**config.mk**
```make
export PLATFORM = sky130hd
export DESIGN_NAME = aes_cipher_arb
export DESIGN_NICKNAME = d
export VERILOG_FILES = /design/src/rtl/aes_cipher_arb.sv
export SDC_FILE = /design/constraint.sdc
export NUM_CORES = 1
export LEC_CHECK = 0
export CAP_MARGIN = 20
export CORE_AREA = 2 2 261 263
export CTS_BUF_LIST = sky130_fd_sc_hd__clkbuf_8
export DETAILED_ROUTE_END_ITERATION = 16
export DIE_AREA = 0 0 263 265
export SYNTH_ARGS = -nofsm -noshare
export SYNTH_HDL_FRONTEND = slang
export SYNTH_SLANG_ARGS = --single-unit
```
**constraint.sdc**
```tcl
create_clock -name clk_i -period 5.85 [get_ports clk_i]
set_clock_uncertainty 0.15 [all_clocks]
set_input_delay 1.4625 -clock clk_i [delete_from_list [all_inputs] [get_ports clk_i]]
set_output_delay 1.4625 -clock clk_i [all_outputs]
set_load 0.005 [all_outputs]
```
**src/rtl/aes_cipher_arb.sv**
```systemverilog
// aes_cipher_arb
// Round-robin arbiter sharing one AES cipher core between NUM_REQ requesters.
// A grant is held from the request handshake through the result handshake, so
// the core only ever works for one requester at a time. Also measures the
// latency (input handshake to output handshake) of each completed operation.
//
// Ports:
//   clk_i, rst_i            clock, asynchronous active-high reset
//   req_valid_i/ready_o     per-requester request handshake
//   req_op_i                per-requester op (0 encrypt, 1 decrypt)
//   req_data_i              per-requester state, requester k at [k*DATA_W +: DATA_W]
//   rsp_valid_o/ready_i     per-requester result handshake (granted requester only)
//   rsp_data_o              result state, broadcast
//   cipher_*                handshakes and data to/from the cipher core
//   grant_o                 current / last granted requester
//   busy_o                  arbiter holds a grant
//   last_lat_o              latency of the last completed operation
module aes_cipher_arb #(
  parameter int NUM_REQ = 2,
  parameter int DATA_W  = 128,
  parameter int LAT_W   = 16
) (
  input  logic                       clk_i,
  input  logic                       rst_i,
  input  logic [NUM_REQ-1:0]         req_valid_i,
  output logic [NUM_REQ-1:0]         req_ready_o,
  input  logic [NUM_REQ-1:0]         req_op_i,
  input  logic [NUM_REQ*DATA_W-1:0]  req_data_i,
  output logic [NUM_REQ-1:0]         rsp_valid_o,
  input  logic [NUM_REQ-1:0]         rsp_ready_i,
  output logic [DATA_W-1:0]          rsp_data_o,
  output logic                       cipher_in_valid_o,
  input  logic                       cipher_in_ready_i,
  output logic                       cipher_op_o,
  output logic [DATA_W-1:0]          cipher_data_o,
  input  logic                       cipher_out_valid_i,
  output logic                       cipher_out_ready_o,
  input  logic [DATA_W-1:0]          cipher_data_i,
  output logic [$clog2(NUM_REQ)-1:0] grant_o,
  output logic                       busy_o,
  output logic [LAT_W-1:0]           last_lat_o
);

  localparam int GW = $clog2(NUM_REQ);

  typedef enum logic [1:0] {
    ARB_IDLE = 2'd0,
    ARB_REQ  = 2'd1,
    ARB_BUSY = 2'd2
  } state_e;

  state_e            state_q, state_d;
  logic [GW-1:0]     rr_ptr_q, rr_ptr_d;
  logic [GW-1:0]     grant_q, grant_d;
  logic [LAT_W-1:0]  lat_cnt_q, lat_cnt_d;
  logic [LAT_W-1:0]  last_lat_q, last_lat_d;

  logic [GW-1:0]     pick;
  logic [GW-1:0]     scan;
  logic              found;
  logic [LAT_W-1:0]  lat_inc;
  logic [DATA_W-1:0] data_arr [NUM_REQ];

  // Per-requester data slices and one-hot handshake decode of the grant.
  for (genvar k = 0; k < NUM_REQ; k++) begin : g_req
    assign data_arr[k]    = req_data_i[k*DATA_W +: DATA_W];
    assign req_ready_o[k] = (state_q == ARB_REQ) && (grant_q == GW'(k)) && cipher_in_ready_i;
    assign rsp_valid_o[k] = (state_q == ARB_BUSY) && (grant_q == GW'(k)) && cipher_out_valid_i;
  end

  // Round-robin search starting at rr_ptr, wrapping at NUM_REQ (which need not
  // be a power of two, hence the explicit wrap rather than natural overflow).
  always_comb begin
    pick  = rr_ptr_q;
    found = 1'b0;
    scan  = rr_ptr_q;
    for (int i = 0; i < NUM_REQ; i++) begin
      if (!found && req_valid_i[scan]) begin
        found = 1'b1;
        pick  = scan;
      end
      scan = (scan == GW'(NUM_REQ-1)) ? '0 : scan + 1'b1;
    end
  end

  assign lat_inc = (lat_cnt_q == {LAT_W{1'b1}}) ? lat_cnt_q : lat_cnt_q + 1'b1;

  always_comb begin
    state_d    = state_q;
    rr_ptr_d   = rr_ptr_q;
    grant_d    = grant_q;
    lat_cnt_d  = lat_cnt_q;
    last_lat_d = last_lat_q;
    case (state_q)
      ARB_IDLE: begin
        if (|req_valid_i) begin
          grant_d = pick;
          state_d = ARB_REQ;
        end
      end
      ARB_REQ: begin
        // A withdrawn request gives up the slot without moving the pointer.
        if (!req_valid_i[grant_q]) begin
          state_d = ARB_IDLE;
        end else if (cipher_in_ready_i) begin
          rr_ptr_d  = (grant_q == GW'(NUM_REQ-1)) ? '0 : grant_q + 1'b1;
          lat_cnt_d = '0;
          state_d   = ARB_BUSY;
        end
      end
      ARB_BUSY: begin
        lat_cnt_d = lat_inc;
        if (cipher_out_valid_i && rsp_ready_i[grant_q]) begin
          last_lat_d = lat_inc;
          state_d    = ARB_IDLE;
        end
      end
      default: state_d = ARB_IDLE;
    endcase
  end

  always_ff @(posedge clk_i or posedge rst_i) begin
    if (rst_i) begin
      state_q    <= ARB_IDLE;
      rr_ptr_q   <= '0;
      grant_q    <= '0;
      lat_cnt_q  <= '0;
      last_lat_q <= '0;
    end else begin
      state_q    <= state_d;
      rr_ptr_q   <= rr_ptr_d;
      grant_q    <= grant_d;
      lat_cnt_q  <= lat_cnt_d;
      last_lat_q <= last_lat_d;
    end
  end

  assign cipher_in_valid_o  = (state_q == ARB_REQ) && req_valid_i[grant_q];
  assign cipher_op_o        = (state_q == ARB_REQ) && req_op_i[grant_q];
  assign cipher_data_o      = (state_q == ARB_REQ) ? data_arr[grant_q] : '0;
  assign cipher_out_ready_o = (state_q == ARB_BUSY) && rsp_ready_i[grant_q];
  assign rsp_data_o         = (state_q == ARB_BUSY) ? cipher_data_i : '0;
  assign grant_o            = grant_q;
  assign busy_o             = (state_q != ARB_IDLE);
  assign last_lat_o         = last_lat_q;

endmodule

```
==> impl_metrics.csv <==
group,metric,value,unit
status,status,"finished, final reports clean",
placed_design,globalplace.congestion,1.06,
worst_setup_path,cp-end-kind,"output pin",
grt,grt_pass1_wl,78500,um
grt,grt_overflow,0,
finish,multi_input_area,2950,um2
routing,dr.pass1.iters,4,
routing,vias_per_cell,3.60,
floorplan,die-area,69700,um2
worst_setup_path,crit_slowest_cell,"clkdlybuf4s50_1",
logic_synthesis,syn_area_per_cell,7.80,um2
routing,first_iter_violations,399,
floorplan,die_w,263,um
sta,slew_headroom,32.9,%
logic_synthesis,ys_ff_latch,36,
worst_setup_path,cp-start-kind,"input pin",
clock_tree,clk_latency,300,ps
clock_tree,cts_max_level,2,
sta,setup-violations-final,0,
worst_setup_path,cp_slowest_stage_delay,780,ps
floorplan,die_y,265,um
worst_setup_path,path_max_fanout,4,
floorplan,start_util,6.12,%
grt,grt_pass1_vias,7225,
clock_tree,clockBufferDepth,2,
grt,grt_use_total,17.2,%
finish,fillCellCount,7504,
sta,tns,0,ps
logic_synthesis,synthTopCellsByArea,"a22o_1 29%, dfrtp_1 22%, and2_1 21%, clkbuf_1 4.4%, nand2_1 2.9%",
sta,worstMarginPinSlew,1000,ps
finish,syn_to_final_growth,193,%
routing,drc,0,
clock_tree,post_cts_buffers,0,
clock_tree,cts_root_buf,"clkbuf_8",
clock_tree,path_clk_slew,80,ps
routing,totalWireLength,62600,um
floorplan,pin_count,675,
worst_setup_path,worstPathArrival,3030,ps
logic_synthesis,postSynth.asyncResetShare,100,%
sta,period_minus_slack,4640,ps
power_and_ir_drop,max-vdd-ir-drop,0.000170,V
sta,rsz0062_at_grt,"false",
finish,stdcell_area,12000,um2
routing,wire_per_inst,30.4,um
power_and_ir_drop,powerDensity,305,nW/um2
finish,seq_area,901,um2
job,cap_violations,0,
placed_design,dpl_cell_area,11800,um2
sta,max_freq,215,MHz
worst_setup_path,worstPathCellList,"clkdlybuf4s50_1 -> mux2_2 -> and2_1 -> clkdlybuf4s50_1",
logic_synthesis,synth_top_flop_cell,"dfrtp_1",
logic_synthesis,synth_edf_count,0,
logic_synthesis,synth_warnings,0,
finish,nets,1552,
floorplan,num_rows,95,
finish,drive_above_1_share,2.33,%
clock_tree,cts_tree,"built",
clock_tree,cts_sinks,36,
logic_synthesis,seq_area_frac_synth,22.0,%
worst_setup_path,timing.critical_path.mode_cell,"clkdlybuf4s50_1",
sta,finalHoldViolCount,0,
logic_synthesis,ys_types,45,
sta,finalCritPeriodShare,79.4,%
logic_synthesis,yosysTopAreaCell,"a22o_1",
routing,via_count,7407,
placed_design,dp_hpwl,57700,um
logic_synthesis,syn_area,4090,um2
routing,ant_nets,0,
placed_design,port_buffers,674,
grt,antenna_found_initial,114,
logic_synthesis,synth_fp_nets,919,
grt,grt_max_degree,132,
logic_synthesis,synth_cells,524,
floorplan,core,66800,um2
logic_synthesis,yosysTopAreaCellShare,28.7,%
worst_setup_path,worstSetupPathType,"input pin to output pin",
logic_synthesis,synth_top_cells_by_count,"134 x a22o_1, 134 x and2_1, 48 x clkbuf_1",
worst_hold_path,hp-class,"flop to flop",
worst_setup_path,cp.required,4240,ps
clock_tree,cts-resized-gates,0,
clock_tree,cts_hold_buf,0,
power_and_ir_drop,power_leakage,4.28,nW
sta,drv_slew,0,
clock_tree,cts_buffers,5,
-- stage by stage --
step	worst slack [ps]	hold slack [ps]	cells	util [%]	power (mW)
after CTS	1120	345	2031	17.8	3.71
after global routing	1030	372	2034	17.8	3.87
after detailed placement	1140	319	2023	17.7	3.45
final	1210	336	2059	17.9	3.66
after global placement	1130	317	2023	17.7	3.42
after floorplan	2360	323	524	-	1.45
-- final timing paths --
kind | slack (ps) | cells past startpoint | startpoint | end
max reg2reg | 3170 | 6 | lat_cnt_q[0] | last_lat_o[11]
min | 340 | 2 | last_lat_o[7] | last_lat_o[7]
min reg2reg | 340 | 2 | last_lat_o[7] | last_lat_o[7]
max | 1210 | 4 | rsp_ready_i[0] | cipher_out_ready_o
min in group asynchronous | 1430 | 3 | rst_i | last_lat_o[9]
max in group asynchronous | 3770 | 3 | rst_i | lat_cnt_q[11]
-- report_power, final --
part	internal, mW	leakage (nW)	total [mW]	switching, mW
logic	1.74	3.74	3.03	1.29
registers	0.320	0.483	0.395	0.0753
clock network	0.128	0.0549	0.232	0.103
total	2.19	4.28	3.66	1.47
-- cell usage in the layout (no fill, tap or decap), drive strengths merged, types with 2 or more instances in the layout --
master         count
inv                7
nor3b              2
o21ai             32
nand4              7
buf                9
a31oi             14
a21oi              7
nand2             32
diode             28
mux2i              3
and2             134
nor2              14
o31ai              2
clkdlybuf4s50    674
a22o             134
nand3              5
and4               2
xnor2              8
clkbuf             5
dfrtp             36
nor4               4
nor2b              2
and3               4
xor2               2
-- sequential cells by signal (all words and copies together) (netlist names) --
register / count
state_q: 2
lat_cnt_q: 16
grant_o: 1
last_lat_o: 16
rr_ptr_q: 1
-- critical path: cells and delay by family --
family                 cells  cell delay, ps
multiplexers               1             190
buffers and inverters      2            1240
AND/OR/NAND/NOR            1             130
-- cells by family after synthesis --
family / share of synthesized area (%)
buf+inv: 6.27
simple gates: 30.5
mux: 1.01
xor+xnor: 2.14
fa+ha+maj: 0.306
compound gates: 37.7
flops: 22.0
-- per-layer routing --
metal	wire length, um	up-vias	global-route usage (%)
li1	-	3232	-
met4	569	106	1.51
met5	654	-	0
met1	27300	3428	22.0
met2	21000	517	20.4
met3	13100	124	17.1
-- layout make-up --
cell class | instances | area share, %
Sequential cell | 36 | 7.52
Timing Repair Buffer | 683 | 57.1
Multi-Input combinational cell | 425 | 24.6
Clock inverter | 3 | 0.386
Inverter | 6 | 0.188
Antenna cell | 28 | 0.585
Tap cell | 873 | 9.11
Clock buffer | 5 | 0.574
Power figures use the tool's default switching activity.
